**src/rtl/vram_arbiter_pkg.sv**
```systemverilog
// Shared video constants for the VRAM slot arbiter: slot map, RAM address
// width and byte-lane write-enable encoding.
package vram_arbiter_pkg;

    localparam int          SLOT_W  = 3;
    localparam int          RAM_AW  = 10;
    localparam logic [2:0]  SLOT_V0 = 3'd0;
    localparam logic [2:0]  SLOT_V1 = 3'd4;

    localparam logic [1:0]  WE_NONE = 2'b00;
    localparam logic [1:0]  WE_LO   = 2'b01;
    localparam logic [1:0]  WE_HI   = 2'b10;

    typedef enum logic {
        REQ_CPU = 1'b0,
        REQ_HS  = 1'b1
    } req_id_e;

    // Byte-lane enable for an 8-bit write into a 16-bit word.
    function automatic logic [1:0] lane_we(input logic we, input logic a0);
        if (!we) begin
            return WE_NONE;
        end else if (a0) begin
            return WE_HI;
        end else begin
            return WE_LO;
        end
    endfunction

    function automatic logic [7:0] lane_sel(input logic [15:0] d, input logic a0);
        return a0 ? d[15:8] : d[7:0];
    endfunction

endpackage

```
**src/rtl/vram_arbiter_rr_grant.sv**
```systemverilog
// Two-way round-robin grant: a sole requester always wins, a tie goes to
// whichever requester was not served last (last=1 means hiscore was last).
module vram_rr_grant (
    input  logic [1:0] req,
    input  logic       last,
    output logic [1:0] gnt
);

    // Grant decode
    always_comb begin
        gnt    = 2'b00;
        gnt[0] = req[0] & (~req[1] | last);
        gnt[1] = req[1] & (~req[0] | ~last);
    end

endmodule

```
**src/rtl/vram_arbiter.sv**
```systemverilog
// Time-slotted VRAM arbiter: two fixed video fetch slots per 8-cycle frame,
// remaining six slots shared round-robin between the CPU and hiscore ports.
module vram_arbiter
    import vram_arbiter_pkg::*;
(
    input  logic              VCLKx8,
    input  logic              RESET,
    input  logic              slot_sync,
    input  logic [9:0]        vid0_ad,
    input  logic [9:0]        vid1_ad,
    output logic [15:0]       vid0_dt,
    output logic [15:0]       vid1_dt,
    input  logic              cpu_req,
    input  logic              cpu_we,
    input  logic [10:0]       cpu_ad,
    input  logic [7:0]        cpu_dw,
    output logic              cpu_ack,
    output logic [7:0]        cpu_dr,
    input  logic              hs_req,
    input  logic              hs_we,
    input  logic [10:0]       hs_ad,
    input  logic [7:0]        hs_dw,
    output logic              hs_ack,
    output logic [7:0]        hs_dr,
    input  logic              pause_n,
    output logic [RAM_AW-1:0] ram_ad,
    output logic [1:0]        ram_we,
    output logic [15:0]       ram_dw,
    input  logic [15:0]       ram_dr
);

    logic [SLOT_W-1:0] slot_q, slot_d;
    req_id_e           last_q, last_d;
    logic              cpu_ack_q, hs_ack_q;
    logic              cpu_rd_q, hs_rd_q;
    logic              cpu_sel_q, hs_sel_q;
    logic [7:0]        cpu_dr_q, hs_dr_q;
    logic [15:0]       vid0_q, vid1_q;
    logic [RAM_AW-1:0] ram_ad_q;

    logic              req_slot_s;
    logic [1:0]        elig_s;
    logic [1:0]        arb_req_s;
    logic [1:0]        gnt_s;

    // Eligibility: a requester being acked this cycle sits out, hiscore only while paused
    always_comb begin
        req_slot_s = (slot_q != SLOT_V0) && (slot_q != SLOT_V1);
        elig_s[0]  = cpu_req & ~cpu_ack_q;
        elig_s[1]  = hs_req & ~pause_n & ~hs_ack_q;
        if (req_slot_s) begin
            arb_req_s = elig_s;
        end else begin
            arb_req_s = 2'b00;
        end
    end

    vram_rr_grant u_rr (
        .req  (arb_req_s),
        .last (last_q == REQ_HS),
        .gnt  (gnt_s)
    );

    // RAM port mux, slot advance and round-robin pointer update
    always_comb begin
        ram_ad = ram_ad_q;
        ram_we = WE_NONE;
        ram_dw = 16'h0000;
        last_d = last_q;
        if (slot_q == SLOT_V0) begin
            ram_ad = vid0_ad;
        end else if (slot_q == SLOT_V1) begin
            ram_ad = vid1_ad;
        end else if (gnt_s[0]) begin
            ram_ad = cpu_ad[10:1];
            ram_we = lane_we(cpu_we, cpu_ad[0]);
            ram_dw = {cpu_dw, cpu_dw};
            last_d = REQ_CPU;
        end else if (gnt_s[1]) begin
            ram_ad = hs_ad[10:1];
            ram_we = lane_we(hs_we, hs_ad[0]);
            ram_dw = {hs_dw, hs_dw};
            last_d = REQ_HS;
        end else begin
            ram_ad = ram_ad_q;
        end

        if (slot_sync) begin
            slot_d = SLOT_V0;
        end else begin
            slot_d = slot_q + 3'd1;
        end
    end

    // Read data is live from the RAM in the ack cycle, then held
    always_comb begin
        if (cpu_ack_q && cpu_rd_q) begin
            cpu_dr = lane_sel(ram_dr, cpu_sel_q);
        end else begin
            cpu_dr = cpu_dr_q;
        end
        if (hs_ack_q && hs_rd_q) begin
            hs_dr = lane_sel(ram_dr, hs_sel_q);
        end else begin
            hs_dr = hs_dr_q;
        end
        cpu_ack = cpu_ack_q;
        hs_ack  = hs_ack_q;
        vid0_dt = vid0_q;
        vid1_dt = vid1_q;
    end

    // State registers
    always_ff @(posedge VCLKx8 or posedge RESET) begin
        if (RESET) begin
            slot_q    <= SLOT_V0;
            last_q    <= REQ_HS;
            cpu_ack_q <= 1'b0;
            hs_ack_q  <= 1'b0;
            cpu_rd_q  <= 1'b0;
            hs_rd_q   <= 1'b0;
            cpu_sel_q <= 1'b0;
            hs_sel_q  <= 1'b0;
            cpu_dr_q  <= 8'h00;
            hs_dr_q   <= 8'h00;
            vid0_q    <= 16'h0000;
            vid1_q    <= 16'h0000;
            ram_ad_q  <= '0;
        end else begin
            slot_q    <= slot_d;
            last_q    <= last_d;
            cpu_ack_q <= gnt_s[0];
            hs_ack_q  <= gnt_s[1];
            if (gnt_s[0]) begin
                cpu_rd_q  <= ~cpu_we;
                cpu_sel_q <= cpu_ad[0];
            end
            if (gnt_s[1]) begin
                hs_rd_q  <= ~hs_we;
                hs_sel_q <= hs_ad[0];
            end
            cpu_dr_q <= cpu_dr;
            hs_dr_q  <= hs_dr;
            ram_ad_q <= ram_ad;
            // Fetch issued in the video slot returns one cycle later
            if (slot_q == (SLOT_V0 + 3'd1)) begin
                vid0_q <= ram_dr;
            end
            if (slot_q == (SLOT_V1 + 3'd1)) begin
                vid1_q <= ram_dr;
            end
        end
    end

endmodule

```
**config.mk**
```make
export PLATFORM = sky130hd
export DESIGN_NAME = vram_arbiter
export DESIGN_NICKNAME = d
export VERILOG_FILES = /design/src/rtl/vram_arbiter_pkg.sv /design/src/rtl/vram_arbiter_rr_grant.sv /design/src/rtl/vram_arbiter.sv
export SDC_FILE = /design/constraint.sdc
export NUM_CORES = 1
export LEC_CHECK = 0
export CORE_MARGIN = 2
export CORE_UTILIZATION = 40
export DETAILED_ROUTE_END_ITERATION = 16
export PLACE_DENSITY = 0.8
export SLEW_MARGIN = 0
export SYNTH_ARGS = -nofsm -noshare
export SYNTH_HDL_FRONTEND = slang
export SYNTH_SLANG_ARGS = --single-unit
```
**constraint.sdc**
```tcl
create_clock -name VCLKx8 -period 2.9 [get_ports VCLKx8]
set_input_delay 0.58 -clock VCLKx8 [delete_from_list [all_inputs] [get_ports VCLKx8]]
set_output_delay 0.58 -clock VCLKx8 [all_outputs]
set_load 0.05 [all_outputs]
```
* After elaboration in Yosys (flattened, before gate mapping)
Cells that the tools add are included.
** Operators by class
- Equality and inequality tests :: 4
- Add/sub/neg operators :: 1
- Reductions and logical operators :: 7
- Bitwise operators :: 17
- Muxes and demuxes :: 24
** Operators with widths (number)
- 16-bit two-way mux :: 4
- 10-bit two-way mux :: 4
- 8-bit two-way mux :: 4
- 2-bit two-way mux :: 9
- 1-bit NOT :: 10
- 3-bit equality test (second input constant) :: 2
- 1-bit AND :: 5
- 3-bit by 1-bit adder with 3-bit output (second input constant) :: 1
- 3-bit by 1-bit equality test with 1-bit output (second input constant) :: 1
- 1-bit logical AND :: 3
- 3-bit zero test :: 1
- 3-bit two-way mux :: 1
- 3-bit inequality test (second input constant) :: 1
- 3-bit AND reduction :: 1
- 3-bit nonzero test :: 1
- 1-bit two-way mux :: 2
- 1-bit OR :: 2
- 2-bit nonzero test :: 1
** Storage, ports and cells
- Flip-flop bits (word level) :: 68
- Output and inout bits :: 78
- Word-level logic and storage cells :: 66
- Bits of input ports :: 82

* Logic depth before layout (Yosys ltp)
- Depth after elaboration :: 11
- Mapped depth :: 9
- Depth with buffers taken out :: 7

* By module
Synthesis repeated with hierarchy kept, for this count alone.
** Second synthesis, totals
- Cell total of the unflattened synthesis :: 277
- Area, all modules :: 3279.4 µm²
** Modules (own cells, without submodules)
- vram_arbiter :: instances 1, area each 3260.6 µm², cells each 274, sequential area each 1702.9 µm²
- vram_rr_grant :: instances 1, area each 18.8 µm², cells each 3, sequential area each 0.0 µm²

* Worst setup path after synthesis
OpenSTA, ideal clock, no wires.
- Path type :: register to output
- Start :: register hs_ack_q, in the netlist hs_ack
- End :: output port ram_dw[10]
- Cell stages (with the launch flop) :: 7
- Slack :: -461 ps
- Required time :: 2320 ps
- Path buffers :: 2
- Arrival :: 2781 ps
- Cells stage by stage :: dfrtp_1 > or3b_4 > a311oi_4 > buf_4 > a22oi_1 > nor2_1 > buf_4
** On the way
- Elaborated cells on any way between the ends :: 11
- Classes of those cells :: mux (5); bitwise (6)
** RTL lines
- from (decl) :: line vram_arbiter.sv:34 : logic cpu_ack_q, hs_ack_q;
- from (signal assigned) :: line vram_arbiter.sv:133 : hs_ack_q <= gnt_s[1];
- 1-bit NOT :: line vram_arbiter.sv:50 : elig_s[1] = hs_req & ~pause_n & ~hs_ack_q;
- 1-bit AND :: line vram_arbiter.sv:50
- 2-bit two-way mux :: line vram_arbiter.sv:51 : if (req_slot_s) begin
- 1-bit AND :: line vram_arbiter_rr_grant.sv:13 : gnt[1] = req[1] & (~req[0] | ~last);
- net gnt_s[1] :: line vram_arbiter.sv:44 : logic [1:0] gnt_s;
- 16-bit two-way mux :: line vram_arbiter.sv:79 : end else if (gnt_s[1]) begin
- 16-bit two-way mux :: line vram_arbiter.sv:74 : end else if (gnt_s[0]) begin
- 16-bit two-way mux :: line vram_arbiter.sv:72 : end else if (slot_q == SLOT_V1) begin
- 16-bit two-way mux :: line vram_arbiter.sv:70 : if (slot_q == SLOT_V0) begin
- to (decl) :: line vram_arbiter.sv:28 : output logic [15:0] ram_dw,
The timed path passes the listed nets, and every way through them passes these cells.

* Worst setup path after layout
- Start :: input port hs_req
- End :: output port ram_ad[5]
** On the way
- Longest elaborated chain between the ends :: 9
- Elaborated cells on any way between the ends :: 11
- Classes of those cells :: mux (5); bitwise (6)
** RTL lines
- from (decl) :: line vram_arbiter.sv:19 : input logic hs_req,
- 1-bit AND (*) (2 in series) :: line vram_arbiter.sv:50
- 2-bit two-way mux (*) :: line vram_arbiter.sv:51
- 1-bit NOT :: line vram_arbiter_rr_grant.sv:12 : gnt[0] = req[0] & (~req[1] | last);
- 1-bit OR :: line vram_arbiter_rr_grant.sv:12
- 1-bit AND :: line vram_arbiter_rr_grant.sv:12
- 10-bit two-way mux (*) :: line vram_arbiter.sv:74
- 10-bit two-way mux (*) :: line vram_arbiter.sv:72
- 10-bit two-way mux (*) :: line vram_arbiter.sv:70
- to (decl) :: line vram_arbiter.sv:26 : output logic [RAM_AW-1:0] ram_ad,
Mark *: on every way between the ends. The rest lies on a longest branch, timed or not.

==> results.txt <==
----------------------------------------------------
[Setup path]
  Worst Setup Start Kind ... primary input
  Critical path arrival ... 2.27 ns
  Critical Path Fanout Max ... 8
  Stages on worst setup path ... 8
  Register-to-register setup slack ... ~0.17 ns
  Delay of the slowest critical-path stage ... 0.40 ns
  Critical path, cell by cell ... clkdlybuf4s15_1, or3b_4, a311oi_4, buf_4, buf_12, mux2i_2, a21oi_2, buf_6
  Type of element capturing the critical path ... primary output
  Critical path's top delay family ... buffers and inverters
  Worst Reg2Reg Path Length in Cells ... 13
  Worst path buffer plus inverter count ... 4
  Data required time of the worst path ... 2.32 ns
  Master of the slowest instance on the critical path ... or3b_4
  Type of the worst setup path ... primary input to primary output

[Drt]
  Final ANT Viol Nets ... 0
  Vias per cell ... 5.071
  DRC ... 0
  Number of DRC markers in iteration 0 ... 113
  Via count of the routed design ... 2799
  Post-detailed-route wirelength per cell ... 17.32 µm
  Routed WL ... between 9000 and 10000 µm
  Number of detailed-route iterations in the first pass ... 5

[Power]
  Sequential group share of total power ... between 20% and 30%
  Peak VDD IR ... slightly above 0.8 mV
  Cell internal pwr ... roughly 0.0028 W
  Power per unit of standard cell area ... 924.2 nW/µm²
  Switching share of power ... around 44%
  Clock network fraction of design power ... approximately 17%
  Gate power share ... 53.7%
  Reported net switching power ... 0.002227 W
  Static Leak ... 2.263 nW

[Floorplanning]
  Std-Cell Core Area ... around 8000 µm²
  Height of the die ... roughly 94 µm
  Initial Utilization ... 41.35%
  Die span in x ... 93.61 µm
  Top-level port count ... 160
  Count of standard-cell rows ... 32
  Full die area ... 8762 µm²

[GRT]
  Total global-route track usage ... 22.07%
  GR Overflow Total ... 0
  Met2 track demand over resource ... 38.13%
  Global routing's busiest layer ... met2
  Via count of the first global-routing pass ... 2961
  M1 GR Usage ... a little over a quarter
  Global-route wire length before repair ... 14900 µm
  Maximum number of pins on one net before global-route repair ... 56
  Initial antenna violation count ... 0
  Met3 Usage GRT ... 5.399%

[Run status]
  Run status ... completed

[Timing]
  Worst Clk Skew ... 0.009437 ns
  Final setup violation count ... 0
  Worst Setup Slack, final ... 0.04662 ns
  Transition at the pin with the smallest max-transition slack ... 0.8228 ns
  Max Clock Freq ... 350.5 MHz
  Worst relative slew slack ... 45.02%
  Fraction of the cycle the final worst path needs ... between 90% and 100%
  Sum of negative setup slack ... 0 ns
  RSZ-0062 raised after global routing ... yes
  Clock period minus final worst setup slack ... 2.853 ns
  Fin. max-slew vios ... 0
  Final count of hold timing violations ... 0

[Synth]
  Number of synthesized register bits ... 68
  Fraction of post-synthesis cell area in the top cell type by area ... 52.20%
  Nets in the synthesized netlist ... 364
  Largest area contributor in the synthesized netlist ... dfrtp_1
  Fraction of registers with async set/reset ... 100.0%
  Most used flip-flop cell after synthesis ... dfrtp_1
  Number of library cell types mapped by synthesis ... 26
  Register area share after synthesis ... 53.02%
  Yosys warnings ... 0
  Top cells by area in the synthesized netlist ... dfrtp_1 52%, mux2_2 12%, mux2i_1 11%
  Number of enable flip-flop cells after synthesis ... 0
  Number of cells produced by synthesis ... 278
  Most instantiated cells after synthesis ... 67 x dfrtp_1, 36 x mux2i_1, 33 x mux2_2
  Most frequent cell after synthesis ... dfrtp_1
  Synthesized cell area ... 3212 µm²
  Mean instance size in the synthesized netlist ... 11.55 µm²

[Layout]
  Area delta synth->final ... 69.22%
  Fin cells ... about 550
  Fraction of the core area covered by cells at the end of the flow ... around 70%
  Proportion of layout cells with a drive suffix above 1 ... between 30% and 40%
  Antenna cell count ... 0
  Final design instance area without fill ... ~5400 µm²
  Net count, final ... 531

[Clocking]
  Buffer cell driving the clock tree root ... clkbuf_8
  Quantity of hold-fixing buffers added after cts ... 0
  H-tree level count ... 3
  Num CTS Buffers ... 9
  Clock sink total ... 68
  Clock tree buffer depth ... 2
  Register clock-pin slew on the reported worst setup and hold paths ... 0.08 ns
  TritonCTS clock tree ... yes
  Clk Latency, worst-skew pair ... roughly 0.34 ns

[Placed design]
  Dpl ws ... -0.1646 ns
  Placed wire-length estimate ... ~6600 µm
  Placed instance area ... between 4000 and 5000 µm²
  Final weighted congestion in routability-driven placement ... 0.8361
  Cells after DPL ... 524
  Count of port buffers added during placement ... 159

[Job]
  Max-cap violations ... 0

[Min path]
  Worst hold stages ... 1
  Type of the tightest min-delay check ... register to register

----------------------------------------------------
[flip-flops by register name (all words and copies together), names as in the netlist]
signal	flops
vid0_dt	16
vid1_dt	16
ram_ad_q	10
cpu_dr_q	8
hs_dr_q	8
slot_q	3
cpu_ack	1
cpu_rd_q	1
cpu_sel_q	1
hs_ack	1
hs_rd_q	1
hs_sel_q	1
last_q	1
[worst reg2reg max path: stages, from the launching register on]
cell and delay, ns:
dfrtp_2 0.40, or3b_4 0.40, a311oi_4 0.27, buf_4 0.20, buf_12 0.15, mux2i_4 0.24
a21oi_2 0.09, buf_4 0.15, buf_4 0.13, buf_4 0.12, buf_4 0.12, buf_4 0.12
buf_4 0.12, buf_4 0.12
[area by class of cell]
class,instances,area (µm²)
timing repair buffer,181,1821
tap,102,127.6
sequential,68,1704
multi-input combinational,180,1541
fill,553,2332
clock inverter,7,98.84
inverter,5,18.77
clock buffer,9,123.9
[final timing paths]
check / startpoint / to
setup reg to reg: hs_ack / ram_ad_q[9]
max in group asynchronous: RESET / last_q
setup / recovery: hs_req / ram_ad[5]
hold / removal: vid1_dt[14] / vid1_dt[14]
min in group asynchronous: RESET / slot_q[2]
hold reg to reg: vid1_dt[14] / vid1_dt[14]
[metal layers]
| metal | vias up | part of all wire, % |
|---|---|---|
| met2 | 106 | 51 |
| met1 | 1377 | 40 |
| met5 | - | 0 |
| li1 | 1303 | - |
| met3 | 13 | 7.0 |
| met4 | 0 | 1.7 |
[power groups by stage]
stage / combinational (W) / clock (W) / sequential (W)
2_1_floorplan: 0.00115 / 0 / 0.00193
3_3_place_gp: 0.00257 / 0 / 0.00145
3_5_place_dp: 0.00259 / 0 / 0.00147
4_1_cts: 0.00268 / 0.000883 / 0.00146
5_1_grt: 0.00281 / 0.000917 / 0.00150
6_report: 0.00270 / 0.000867 / 0.00146
[through the flow]
stage / total power, W / hold slack [ns]
detailed placement: 0.004055 / 0.4884
global route: 0.005225 / 0.5283
floorplan: 0.003075 / 0.4456
global placement: 0.004016 / 0.4676
finish: 0.005023 / 0.5092
CTS: 0.005015 / 0.4962
[cell usage in the layout (no fill, tap or decap), types with 3 or more instances in the layout]
cell type        Yosys  routed
mux2i_2              0       6
nor2_4               0       7
buf_4                9      47
mux2i_1             36      27
o31ai_1             10       9
buf_6                1       8
buf_12               0      10
ha_1                 4       4
mux2_2              33      33
inv_1                5       4
clkbuf_8             0       9
a21oi_2              0      12
a22oi_2              0       3
mux2i_4              0       3
nand2_1             14      14
clkdlybuf4s50_1      0     112
dfrtp_1             67      66
a21oi_1             31      19
nor2_1              30      22
a22oi_1              8       5
[cells by family after synthesis]
logic type	count (synthesis)	synth area share, %
adders and majority gates	4	1.558
DFF	68	53.02
muxes	69	22.79
AOI/OAI and AO/OA	51	10.01
and+or+nand+nor	55	7.480
buffers and inverters	30	4.869
xor gates and xnor gates	1	0.2727
[what timing repair did]
item	CTS	global route
buffers inserted	11	1
setup endpoints to repair	28	29
cloned	1	0
endpoints found under the hold margin	0	0
gates resized for setup	19	15
pin swaps	3	5
Note: power is estimated with default switching activity, not from simulation.
